File: config.mk
export PLATFORM = sky130hd
export DESIGN_NAME = tx_enqueue_v2
export DESIGN_NICKNAME = d
export VERILOG_FILES = /design/src/rtl/tx_enqueue_v2.sv
export SDC_FILE = /design/constraint.sdc
export NUM_CORES = 1
export LEC_CHECK = 0
export ABC_AREA = 1
export BUFFER_PORTS_ARGS = -buffer_cell sky130_fd_sc_hd__buf_2
export CAP_MARGIN = 40
export CORE_MARGIN = 2
export CORE_UTILIZATION = 35
export CTS_CLUSTER_SIZE = 8
export DETAILED_ROUTE_END_ITERATION = 8
export GPL_ROUTABILITY_DRIVEN = 0
export HOLD_SLACK_MARGIN = 0.03
export SLEW_MARGIN = 20
export SYNTH_ARGS = -nofsm -noshare
export SYNTH_HDL_FRONTEND = slang
export SYNTH_SLANG_ARGS = --single-unit
File: constraint.sdc
create_clock -name clk_156m25 -period 2.4 [get_ports clk_156m25]
set_clock_uncertainty 0.05 [all_clocks]
set_input_delay 0.48 -clock clk_156m25 [delete_from_list [all_inputs] [get_ports clk_156m25]]
set_output_delay 0.48 -clock clk_156m25 [all_outputs]
set_load 0.01 [all_outputs]
File: src/rtl/tx_enqueue_v2.sv
// tx_enqueue_v2 -- TX enqueue stage between the user packet interface and
// the TX data FIFO write port.
//
// Registers the FIFO write path (one cycle of latency), enforces SOP/EOP
// framing with a four-state FSM (IDLE, IN_PKT, ABORT, DROP) and truncates a
// packet with an error-tagged EOP word when the FIFO overflows, so that a
// corrupt frame never reaches the MAC unterminated.
//
// Build option:
//   TXENQ_BYTESWAP_EN  when defined, txdfifo_wdata byte order is reversed
//                      (byte 0 <-> byte DATA_W/8-1); mod is unchanged.
//                      When undefined, data passes through unchanged.
//
// Ports:
//   clk_156m25, reset_156m25_n      clock, async active-low reset
//   pkt_tx_data/val/sop/eop/mod      user packet input
//   pkt_tx_full                      copy of txdfifo_walmost_full
//   txdfifo_wfull, _walmost_full     FIFO fill state
//   txdfifo_wdata/wstatus/wen        registered FIFO write port
//                                    wstatus = {2'b0, ERR, SOP, EOP, mod[2:0]}
//   stat_clr                         synchronous clear of the counters
//   status_txdfifo_ovflow_tog        inverts once per overflow event
//   status_framing_err_tog           inverts once per framing error
//   stat_pkt_cnt, stat_drop_cnt      saturating packet counters
//   fsm_state                        debug view of the FSM state
//                                    (0 IDLE, 1 IN_PKT, 2 ABORT, 3 DROP)
//
// Handshake: a word is offered when pkt_tx_val=1; there is no per-word
// ready. pkt_tx_full (almost_full) asks the source to stop, and words that
// still arrive while txdfifo_wfull=1 are never written; the packet they
// belong to is truncated instead.

module tx_enqueue_v2 #(
  parameter int DATA_W = 64,
  parameter int MOD_W  = 3,
  parameter int CNT_W  = 16
) (
  input  logic              clk_156m25,
  input  logic              reset_156m25_n,
  input  logic [DATA_W-1:0] pkt_tx_data,
  input  logic              pkt_tx_val,
  input  logic              pkt_tx_sop,
  input  logic              pkt_tx_eop,
  input  logic [MOD_W-1:0]  pkt_tx_mod,
  output logic              pkt_tx_full,
  input  logic              txdfifo_wfull,
  input  logic              txdfifo_walmost_full,
  output logic [DATA_W-1:0] txdfifo_wdata,
  output logic [7:0]        txdfifo_wstatus,
  output logic              txdfifo_wen,
  input  logic              stat_clr,
  output logic              status_txdfifo_ovflow_tog,
  output logic              status_framing_err_tog,
  output logic [CNT_W-1:0]  stat_pkt_cnt,
  output logic [CNT_W-1:0]  stat_drop_cnt,
  output logic [1:0]        fsm_state
);

  localparam int NBYTES = DATA_W / 8;

  typedef enum logic [1:0] {
    IDLE   = 2'd0,
    IN_PKT = 2'd1,
    ABORT  = 2'd2,
    DROP   = 2'd3
  } state_t;

  state_t state, state_nxt;
  logic   eop_seen, eop_seen_nxt;

  // Per-cycle decisions made by the output process.
  logic       wr_c;
  logic       wr_zero_c;   // write an all-zero data word (abort terminator)
  logic       wr_sop_c;
  logic       wr_eop_c;
  logic       wr_err_c;
  logic [2:0] wr_mod_c;
  logic       ovf_ev_c;
  logic       frm_ev_c;
  logic       good_pkt_c;
  logic       drop_pkt_c;

  logic [DATA_W-1:0] data_fmt;

  assign pkt_tx_full = txdfifo_walmost_full;
  assign fsm_state   = state;

`ifdef TXENQ_BYTESWAP_EN
  always_comb begin
    data_fmt = '0;
    for (int i = 0; i < NBYTES; i++) begin
      data_fmt[i*8 +: 8] = pkt_tx_data[(NBYTES-1-i)*8 +: 8];
    end
  end
`else
  assign data_fmt = pkt_tx_data;
`endif

  // State register.
  always_ff @(posedge clk_156m25 or negedge reset_156m25_n) begin
    if (!reset_156m25_n) begin
      state    <= IDLE;
      eop_seen <= 1'b0;
    end else begin
      state    <= state_nxt;
      eop_seen <= eop_seen_nxt;
    end
  end

  // Next-state logic.
  always_comb begin
    state_nxt    = state;
    eop_seen_nxt = eop_seen;
    unique case (state)
      IDLE: begin
        if (pkt_tx_val && pkt_tx_sop) begin
          if (txdfifo_wfull) state_nxt = pkt_tx_eop ? IDLE : DROP;
          else               state_nxt = pkt_tx_eop ? IDLE : IN_PKT;
        end
      end
      IN_PKT: begin
        if (pkt_tx_val) begin
          if (txdfifo_wfull) begin
            state_nxt    = ABORT;
            eop_seen_nxt = pkt_tx_eop;
          end else if (pkt_tx_sop) begin
            state_nxt = pkt_tx_eop ? IDLE : DROP;
          end else if (pkt_tx_eop) begin
            state_nxt = IDLE;
          end
        end
      end
      ABORT: begin
        // An EOP arriving in the terminator cycle itself still counts.
        if (!txdfifo_wfull) begin
          state_nxt    = (eop_seen || (pkt_tx_val && pkt_tx_eop)) ? IDLE : DROP;
          eop_seen_nxt = 1'b0;
        end else if (pkt_tx_val && pkt_tx_eop) begin
          eop_seen_nxt = 1'b1;
        end
      end
      DROP: begin
        if (pkt_tx_val && pkt_tx_eop) state_nxt = IDLE;
      end
      default: state_nxt = IDLE;
    endcase
  end

  // Output decisions for this cycle; registered below.
  always_comb begin
    wr_c       = 1'b0;
    wr_zero_c  = 1'b0;
    wr_sop_c   = 1'b0;
    wr_eop_c   = 1'b0;
    wr_err_c   = 1'b0;
    wr_mod_c   = 3'd0;
    ovf_ev_c   = 1'b0;
    frm_ev_c   = 1'b0;
    good_pkt_c = 1'b0;
    drop_pkt_c = 1'b0;
    unique case (state)
      IDLE: begin
        if (pkt_tx_val) begin
          if (!pkt_tx_sop) begin
            frm_ev_c = 1'b1;
          end else if (txdfifo_wfull) begin
            ovf_ev_c   = 1'b1;
            drop_pkt_c = 1'b1;
          end else begin
            wr_c     = 1'b1;
            wr_sop_c = 1'b1;
            if (pkt_tx_eop) begin
              wr_eop_c   = 1'b1;
              wr_mod_c   = 3'(pkt_tx_mod);
              good_pkt_c = 1'b1;
            end
          end
        end
      end
      IN_PKT: begin
        if (pkt_tx_val) begin
          if (txdfifo_wfull) begin
            ovf_ev_c = 1'b1;
          end else if (pkt_tx_sop) begin
            // The new SOP word closes the old packet as an errored EOP.
            frm_ev_c   = 1'b1;
            wr_c       = 1'b1;
            wr_eop_c   = 1'b1;
            wr_err_c   = 1'b1;
            drop_pkt_c = 1'b1;
          end else begin
            wr_c = 1'b1;
            if (pkt_tx_eop) begin
              wr_eop_c   = 1'b1;
              wr_mod_c   = 3'(pkt_tx_mod);
              good_pkt_c = 1'b1;
            end
          end
        end
      end
      ABORT: begin
        if (!txdfifo_wfull) begin
          wr_c       = 1'b1;
          wr_zero_c  = 1'b1;
          wr_eop_c   = 1'b1;
          wr_err_c   = 1'b1;
          drop_pkt_c = 1'b1;
        end
      end
      DROP: begin
        if (pkt_tx_val && pkt_tx_sop) frm_ev_c = 1'b1;
      end
      default: ;
    endcase
  end

  // Registered FIFO write port, toggles and counters.
  always_ff @(posedge clk_156m25 or negedge reset_156m25_n) begin
    if (!reset_156m25_n) begin
      txdfifo_wen               <= 1'b0;
      txdfifo_wdata             <= '0;
      txdfifo_wstatus           <= 8'd0;
      status_txdfifo_ovflow_tog <= 1'b0;
      status_framing_err_tog    <= 1'b0;
      stat_pkt_cnt              <= '0;
      stat_drop_cnt             <= '0;
    end else begin
      txdfifo_wen     <= wr_c;
      txdfifo_wdata   <= (wr_c && !wr_zero_c) ? data_fmt : '0;
      txdfifo_wstatus <= wr_c ? {2'b00, wr_err_c, wr_sop_c, wr_eop_c, wr_mod_c} : 8'd0;

      if (ovf_ev_c) status_txdfifo_ovflow_tog <= ~status_txdfifo_ovflow_tog;
      if (frm_ev_c) status_framing_err_tog    <= ~status_framing_err_tog;

      if (stat_clr)                        stat_pkt_cnt <= '0;
      else if (good_pkt_c && !(&stat_pkt_cnt)) stat_pkt_cnt <= stat_pkt_cnt + 1'b1;

      if (stat_clr)                          stat_drop_cnt <= '0;
      else if (drop_pkt_c && !(&stat_drop_cnt)) stat_drop_cnt <= stat_drop_cnt + 1'b1;
    end
  end

endmodule
==> impl_metrics.tcl, run 1 <==
set metrics [dict create \
    synth_commonest_cells "nand2_1, dfrtp_1, inv_1, nor2_1, nand3_1" \
    max_cap_viol_count 0 \
    hold_viol_final 0 \
    nFillCells 1454 \
    clk_pin_slew_ps 70 \
    cts.sinks 108 \
    clock_path_buffers 2 \
    antenna_left 0 \
    postCtsSetupRepairBufs 0 \
    rsz0062_at_grt "false" \
    fin_crit_sh_pct 86.54 \
    core_area_um2 14370 \
    setup_viol 0 \
    power.share.clock_pct 31.7 \
    min_to "txdfifo_wdata[37]$_DFF_PN0_" \
    arrival_ps 2310 \
    reg2reg_from "fsm_state[0]$_DFFE_PN0P_" \
    cts_buffers 9 \
    htreeDepth 3 \
    p_int_mw 3.317 \
    drtIter0Drc 242 \
    routed_wl_um 12450 \
    synth.distinct_cells 31 \
    synth_edf_count 0 \
    start_util_pct 35.42 \
    final_nets 885 \
    synth_warnings 0 \
    row_count 44 \
    whs_path_depth 3 \
    ys_ff_latch 108 \
    cts-root-buf "clkbuf_16" \
    vias 4346 \
    p_total_mw 4.888 \
    dieWidth_um 124.6 \
    dp_slack_ps 302.8 \
    drc 0 \
    final.setup.tns_ps 0 \
    crit_path_max_fanout 26 \
    reg2reg_setup_slack_ps 320 \
    worst-setup-path-type "reg -> reg" \
    path_buf_inv 3 \
    hold_ws_ps 273.4 \
    grt_remaining_overflow 0 \
    antenna_found_initial 1 \
    critPathSlowestCell "dfrtp_1" \
    cp-end-kind "flop" \
    r2r-end "txdfifo_wdata[14]$_DFF_PN0_" \
    worstSkewPairLatency_ps 350 \
    dp_hpwl_um 9378 \
    avgSynthCellArea_um2 8.223 \
    critPathRequiredTime_ps 2630 \
    grt_pass1_wl_um 20570 \
    fp.dieH_um 124.6 \
    grt.met1_usage_pct 20.37 \
    cts_tree "yes" \
    viasPerCell 4.381 \
    area_delta_synth_final_pct 27.88 \
    grt_max_degree 54 \
    drive_above_1_share_pct 29.99 \
    finalMaxSlewViolations 0 \
    synth-seq-area-share_pct 53.10 \
    place_inst 974 \
    async_reset_ff_share_pct 100.0 \
    max_stage_delay_ps 440 \
    yosysMostFrequentCell "nand2_1" \
    synth.area.top_cells "dfrtp_1, nand2_1, inv_1" \
    fp.dieArea_um2 15520 \
    timing.hold.worst.start "pkt_tx_data[37]" \
    swShare_pct 32.14 \
    synthesis.area_um2 5090 \
    crit_family "simple AND/OR/NAND/NOR gates" \
    p_switching_mw 1.571 \
    fin_cells 992 \
    fin_ws_ps 322.9 \
    grt_util_all_layers_pct 16.52 \
    io_pins 185 \
    busiest_layer "met2" \
    gr-usage-met2_pct 26.42 \
    ir_drop_mv 0.4071 \
    startpoint_type "flop" \
    status "completed" \
    synth_largest_area_cell "dfrtp_1" \
    fmax_mhz 481.5 \
    firstDrtPassIters 4 \
    synth_cells 619 \
    synth_top_area_share_pct 53.10 \
    comb_power_share_pct 24.2 \
    synth-main-ff-cell "dfrtp_1" \
    power_density_nw_per_um2 751.0 \
    grt_util_met3_pct 6.486 \
    grt_pass1_vias 4179 \
    wl_per_cell_um 12.55 \
    numPortBuffers 180 \
    crit_chain "inv_1, ha_1, inv_2, nor2_4, nand2_1, a21oi_4, nand2_4, buf_12, nor2_1" \
    p_seq_share_pct 44.0 \
    p_leak_nw 3.843 \
    reg2reg_depth 9 \
    hp-class "in -> reg" \
    period_needed_ps 2077 \
]
==> registers in the layout, summed over array words and instances (netlist names) <==
register                   cells
txdfifo_wstatus                6
fsm_state                      2
txdfifo_wen                    1
stat_drop_cnt                 16
status_framing_err_tog         1
stat_pkt_cnt                  16
eop_seen                       1
status_txdfifo_ovflow_tog      1
txdfifo_wdata                 64
==> routing by layer <==
metal | routed length, µm | part of all wire, %
met1 | 5384 | 43
met2 | 5672 | 46
met3 | 1204 | 9.7
met4 | 189 | 1.5
met5 | 0 | 0
==> cell usage in the layout, fill, tap and decap left out, types with 2 or more instances in the layout <==
cell type     n
xor2_1       10
nand3_2       2
nand2_2       2
nand3_1      47
nand3b_1      2
o21bai_1      4
clkbuf_16     9
clkinvlp_4    2
a21oi_1       8
inv_8         2
inv_2         4
nand2_1     140
nor3_1        3
buf_12        3
buf_4         5
nand4_1       9
conb_1        2
buf_2       179
inv_1       103
ha_1          8
nor2_4        4
nor2_1      103
nand2_4       2
clkinv_4      2
dfrtp_1     108
o21ai_0      12
nor2_2       23
==> worst max path at each step <==
stage                                        start                             to  depth (start not counted)
after CTS                 fsm_state[0]$_DFFE_PN0P_  stat_drop_cnt[14]$_DFFE_PN0P_                         10
after detailed placement  fsm_state[0]$_DFFE_PN0P_    txdfifo_wdata[33]$_DFF_PN0_                          9
final                     fsm_state[0]$_DFFE_PN0P_    txdfifo_wdata[14]$_DFF_PN0_                          9
after global routing      fsm_state[0]$_DFFE_PN0P_  stat_drop_cnt[11]$_DFFE_PN0P_                         10
after global placement    fsm_state[0]$_DFFE_PN0P_   stat_drop_cnt[3]$_DFFE_PN0P_                         10
after floorplan           fsm_state[0]$_DFFE_PN0P_   stat_pkt_cnt[10]$_DFFE_PN0P_                         12
==> stage by stage <==
step / instance area, µm² / util, %
2_1_floorplan: 5094 / -
4_1_cts: 6501 / 45.25
3_3_place_gp: 6181 / 43.02
5_1_grt: 6506 / 45.28
6_report: 6509 / 45.30
3_5_place_dp: 6181 / 43.02
==> timing repair <==
item	CTS	global route
gates resized for setup	0	1
endpoints found under the setup margin	0	2
endpoints found under the hold margin	27	0
hold buffers	1	0
==> layout make-up <==
cell class | count | area, µm² | share of cell area, %
Sequential cell | 108 | 2703 | 41.52
Clock inverter | 7 | 85.08 | 1.307
Tap cell | 184 | 230.2 | 3.537
Multi-Input combinational cell | 387 | 1854 | 28.49
Clock buffer | 9 | 225.2 | 3.460
Inverter | 108 | 405.4 | 6.228
Antenna cell | 1 | 2.502 | 0.03845
Timing Repair Buffer | 188 | 1003 | 15.42
==> power groups by stage <==
stage	Sequential, mW	Combinational, mW	Clock [mW]
finish	2.15	1.19	1.55
floorplan	2.32	0.592	0
global placement	2.19	1.21	0
detailed placement	2.19	1.21	0
CTS	2.16	1.21	1.60
global route	2.18	1.34	1.68
==> kinds of logic (layout without fill, tap and decap cells) <==
family	after synthesis	count (layout)	share of synthesized area, %
and+or+nand+nor	338	338	29.06
buffers and inverters	125	312	10.64
DFF	108	108	53.10
AOI/OAI and AO/OA	28	28	3.270
xor gates and xnor gates	11	11	1.893
adders and majority gates	8	8	1.967
other	1	3	0.07368
==> tightest hold or removal path: stages <==
cell and delay [ps]:
buf_2 90, inv_1 40, nor2_1 30
No activity file was read; power rests on OpenSTA's default activity.
==> run 2: changes to the inputs <==
CELL_PAD_IN_SITES_DETAIL_PLACEMENT = 1   (was not set)
CELL_PAD_IN_SITES_GLOBAL_PLACEMENT = 2   (was not set)
CORE_UTILIZATION = 28   (was 35)
PLACE_DENSITY_LB_ADDON = 0.1   (was not set)
==> impl_metrics.tcl, run 2 (synthesis results as in run 1) <==
set metrics [dict create \
    worst-path-stages 9 \
    vias 4559 \
    clock_path_buffers 2 \
    crit_family "simple AND/OR/NAND/NOR gates" \
    setup_viol 0 \
    final_cell_mix "buf_2, nand2_1, dfrtp_1" \
    numPortBuffers 180 \
    placed_cell_area_um2 6225 \
    ir_drop_mv 0.3238 \
    drtIter0Drc 141 \
    multi_input_area_um2 1849 \
    p_leak_nw 3.835 \
    firstDrtPassIters 4 \
    cts-root-buf "clkbuf_16" \
    whs_path_depth 3 \
    wl_per_cell_um 14.62 \
    fin_cells 1037 \
    critPathSlowestCell "dfrtp_1" \
    final-seq-area_um2 2703 \
    drive_above_1_share_pct 29.99 \
    drc 0 \
    comb_power_share_pct 24.8 \
    largest_reg_flops 64 \
    p_seq_share_pct 44.5 \
    grt_pass1_wl_um 25110 \
    crit_path_max_fanout 53 \
    p_switching_mw 1.642 \
    swShare_pct 33.80 \
    crit_chain "inv_1, ha_1, inv_2, nor2_4, nand2_1, a21oi_4, nand2_4, buf_12, nor2_1" \
    power.share.clock_pct 30.8 \
    fp.dieH_um 138.8 \
    place_inst 1019 \
    top_regs "txdfifo_wdata: 64 flops, stat_drop_cnt: 16 flops, stat_pkt_cnt: 16 flops" \
    period_needed_ps 2123 \
    reg2reg_depth 9 \
    viasPerCell 4.396 \
    startpoint_type "flop" \
    io_pins 185 \
    hold_viol_final 0 \
    final_common_cell "buf_2" \
    power_density_nw_per_um2 743.8 \
    cts_buffers 9 \
    final_cell_area_um2 6529 \
    clk_pin_slew_ps 80 \
    dp_slack_ps 290.7 \
    max_stage_delay_ps 460 \
    fmax_mhz 471.0 \
    cp-end-kind "flop" \
    hp-class "in -> reg" \
    fin_crit_sh_pct 88.46 \
    status "completed" \
    core_area_um2 17900 \
    final.setup.tns_ps 0 \
    hold_ws_ps 272.4 \
    cts.sinks 108 \
    final_nets 885 \
    antenna_left 0 \
    grt_remaining_overflow 0 \
    worst-setup-path-type "reg -> reg" \
    htreeDepth 3 \
    area_delta_synth_final_pct 28.27 \
    fin_ws_ps 277.0 \
    cts_tree "yes" \
    arrival_ps 2350 \
    dp_hpwl_um 11480 \
    nFillCells 2249 \
    dieWidth_um 138.8 \
    max_cap_viol_count 0 \
    fp.dieArea_um2 19270 \
    top_register "txdfifo_wdata" \
    grt_util_all_layers_pct 16.32 \
    rsz0062_at_grt "false" \
    worstSkewPairLatency_ps 350 \
    finalMaxSlewViolations 0 \
    path_buf_inv 3 \
    start_util_pct 28.43 \
    antenna_found_initial 1 \
    grt_max_degree 55 \
    grt_pass1_vias 4843 \
    critPathRequiredTime_ps 2630 \
    routed_wl_um 15170 \
    postCtsSetupRepairBufs 0 \
    p_int_mw 3.215 \
    row_count 49 \
]
==> run 2: changes by cell type in the layout (fill, tap and decap cells not counted) <==
cell	before	now
nand2_2	2	3
buf_12	3	2
bufinv_16	1	0
inv_6	0	3
buf_4	5	6
nand2_4	2	1
clkinvlp_4	2	0
==> run 2: cell type report <==
class	count	share of cell area, %
tap	229	4.389
antenna	1	0.03833
clock buffer	9	3.450
multi-input combinational	387	28.32
inverter	108	6.209
clock inverter	7	1.016
timing repair buffer	188	15.18
sequential	108	41.40
==> run 2: worst paths after layout <==
path / from / to / slack (ps)
max in group asynchronous: reset_156m25_n / txdfifo_wdata[9]$_DFF_PN0_ / 1030
min reg2reg: status_framing_err_tog$_DFFE_PN0P_ / status_framing_err_tog$_DFFE_PN0P_ / 410
max reg2reg: fsm_state[0]$_DFFE_PN0P_ / txdfifo_wdata[18]$_DFF_PN0_ / 280
min: pkt_tx_data[1] / txdfifo_wdata[1]$_DFF_PN0_ / 270
min in group asynchronous: reset_156m25_n / stat_pkt_cnt[14]$_DFFE_PN0P_ / 560
max: fsm_state[0]$_DFFE_PN0P_ / txdfifo_wdata[18]$_DFF_PN0_ / 280
==> run 2: metrics by stage <==
| stage | utilization [%] | power [mW] |
|---|---|---|
| 6_report | 36.47 | 4.856 |
| 5_1_grt | 36.46 | 5.209 |
| 4_1_cts | 36.46 | 4.965 |
| 3_5_place_dp | 34.77 | 3.432 |
| 3_3_place_gp | 34.77 | 3.400 |
| 2_1_floorplan | - | 2.913 |
==> run 2: tightest hold or removal path: cells and delay by family <==
| family | cells | cell delay, ps |
|---|---|---|
| buf+inv | 2 | 140 |
| simple gates | 1 | 30 |
==> run 2: power groups by stage <==
stage / Clock (mW) / Sequential [mW] / Combinational [mW]
final: 1.50 / 2.16 / 1.20
after global routing: 1.65 / 2.19 / 1.37
after CTS: 1.56 / 2.16 / 1.24
after detailed placement: 0 / 2.19 / 1.24
after global placement: 0 / 2.18 / 1.22
after floorplan: 0 / 2.32 / 0.592
==> run 2: layer usage <==
layer  track usage, %  wire, µm
met5                0         0
met1            19.32      6304
met4            5.901       310
met3            6.526      1386
met2            26.91      7163
==> run 2: what timing repair did <==
action,4_1_cts,5_1_grt
gates resized for setup,0,0
hold buffers,1,0
endpoints found under the hold margin,2,0
==> run 3: changes to the inputs <==
PLACE_DENSITY_LB_ADDON = 0.15   (was 0.1)
==> impl_metrics.tcl, run 3 (synthesis results as in run 1) <==
set metrics [dict create \
    core_area_um2 17900 \
    final_cell_area_um2 6538 \
    reg2reg_setup_slack_ps 330 \
    crit_chain "inv_1, ha_1, inv_2, nor2_4, nand2_1, a21oi_4, nand2_4, buf_12, nor2_1" \
    arrival_ps 2300 \
    critPathSlowestCell "dfrtp_1" \
    fp.dieArea_um2 19270 \
    grt_remaining_overflow 0 \
    firstDrtPassIters 4 \
    critPathLaunch "fsm_state[0]$_DFFE_PN0P_" \
    dieWidth_um 138.8 \
    final_cell_mix "buf_2, nand2_1, dfrtp_1" \
    hp-class "in -> async" \
    r2r-end "txdfifo_wdata[42]$_DFF_PN0_" \
    place_inst 1021 \
    final_nets 886 \
    postCtsSetupRepairBufs 0 \
    io_pins 185 \
    viasPerCell 4.357 \
    power_density_nw_per_um2 744.7 \
    worst-setup-path-type "reg -> reg" \
    cts.sinks 108 \
    fin_crit_sh_pct 86.40 \
    fp.dieH_um 138.8 \
    vias 4531 \
    largest_reg_flops 64 \
    top_register "txdfifo_wdata" \
    status "completed" \
    critPathRequiredTime_ps 2630 \
    start_util_pct 28.43 \
    setup_viol 0 \
    finalMaxSlewViolations 0 \
    final_common_cell "buf_2" \
    placed_cell_area_um2 6240 \
    cp-end-kind "flop" \
    crit_family "simple AND/OR/NAND/NOR gates" \
    grt_pass1_wl_um 25450 \
    area_delta_synth_final_pct 28.44 \
    cts_tree "yes" \
    antenna_found_initial 3 \
    top_regs "txdfifo_wdata: 64 flops, stat_drop_cnt: 16 flops, stat_pkt_cnt: 16 flops" \
    row_count 49 \
    path_buf_inv 3 \
    p_total_mw 4.869 \
    hold_viol_final 0 \
    period_needed_ps 2074 \
    drc 0 \
    crit_path_max_fanout 26 \
    grt_pass1_vias 4862 \
    drtIter0Drc 161 \
    final-seq-area_um2 2703 \
    p_leak_nw 3.835 \
    cts_buffers 9 \
    max_stage_delay_ps 440 \
    rsz0062_at_grt "false" \
    routed_wl_um 15190 \
    cts_hold_buf 0 \
    max_cap_viol_count 0 \
    grt_max_degree 52 \
    ir_drop_mv 0.4126 \
    cts_resized 0 \
    numPortBuffers 180 \
    dp_hpwl_um 11840 \
    clock_path_buffers 2 \
    crit_end "txdfifo_wdata[42]$_DFF_PN0_" \
    worstMarginPinSlew_ps 547.1 \
    antenna_left 0 \
    worst-path-stages 9 \
    clk_pin_slew_ps 80 \
    fmax_mhz 482.3 \
    multi_input_area_um2 1849 \
    worstSkewPairLatency_ps 350 \
    relSlewSlack_pct 63.53 \
    htreeDepth 3 \
    reg2reg_from "fsm_state[0]$_DFFE_PN0P_" \
    grt_util_all_layers_pct 16.37 \
    cts-root-buf "clkbuf_16" \
    drive_above_1_share_pct 30.20 \
    reg2reg_depth 9 \
    final.setup.tns_ps 0 \
    nFillCells 2228 \
    startpoint_type "flop" \
    hold_ws_ps 53.48 \
    fin_cells 1040 \
    wl_per_cell_um 14.61 \
]
==> run 3: worst min path at each step <==
stage          slack [ps]  cells past startpoint                               endpoint                                   from
2_1_floorplan         130                      0                   eop_seen$_DFFE_PN0P_                         reset_156m25_n
3_3_place_gp          410                      1  status_txdfifo_ovflow_tog$_DFFE_PN0P_  status_txdfifo_ovflow_tog$_DFFE_PN0P_
3_5_place_dp          410                      1  status_txdfifo_ovflow_tog$_DFFE_PN0P_  status_txdfifo_ovflow_tog$_DFFE_PN0P_
4_1_cts                70                      1            stat_pkt_cnt[6]$_DFFE_PN0P_                         reset_156m25_n
5_1_grt                90                      1            stat_pkt_cnt[6]$_DFFE_PN0P_                         reset_156m25_n
6_report               50                      1            stat_pkt_cnt[6]$_DFFE_PN0P_                         reset_156m25_n
==> run 3: final cells by class <==
| type | instances | area share (%) |
|---|---|---|
| Clock buffer | 9 | 3.445 |
| Inverter | 108 | 6.201 |
| Clock inverter | 7 | 0.9952 |
| Multi-Input combinational cell | 387 | 28.29 |
| Tap cell | 229 | 4.383 |
| Timing Repair Buffer | 189 | 15.23 |
| Sequential cell | 108 | 41.34 |
| Antenna cell | 3 | 0.1148 |
==> run 3: report_power, final <==
part           switching, mW  internal, mW
logic                  0.789         0.432
clock network          0.756         0.734
registers             0.0960          2.06
total                   1.64          3.23
==> run 3: layer usage <==
layer	vias to the layer above	GRT usage (%)	routed length (µm)
li1	2233	-	-
met1	2148	20.02	6480
met2	130	26.29	7047
met3	20	6.388	1348
met4	0	6.007	316
met5	-	0	0
==> run 3: through the flow <==
| stage | worst slack, ps | util (%) |
|---|---|---|
| floorplan | 580.5 | - |
| global placement | 389.0 | 34.85 |
| detailed placement | 306.1 | 34.85 |
| CTS | 293.4 | 36.48 |
| global route | 117.1 | 36.50 |
| finish | 326.4 | 36.52 |
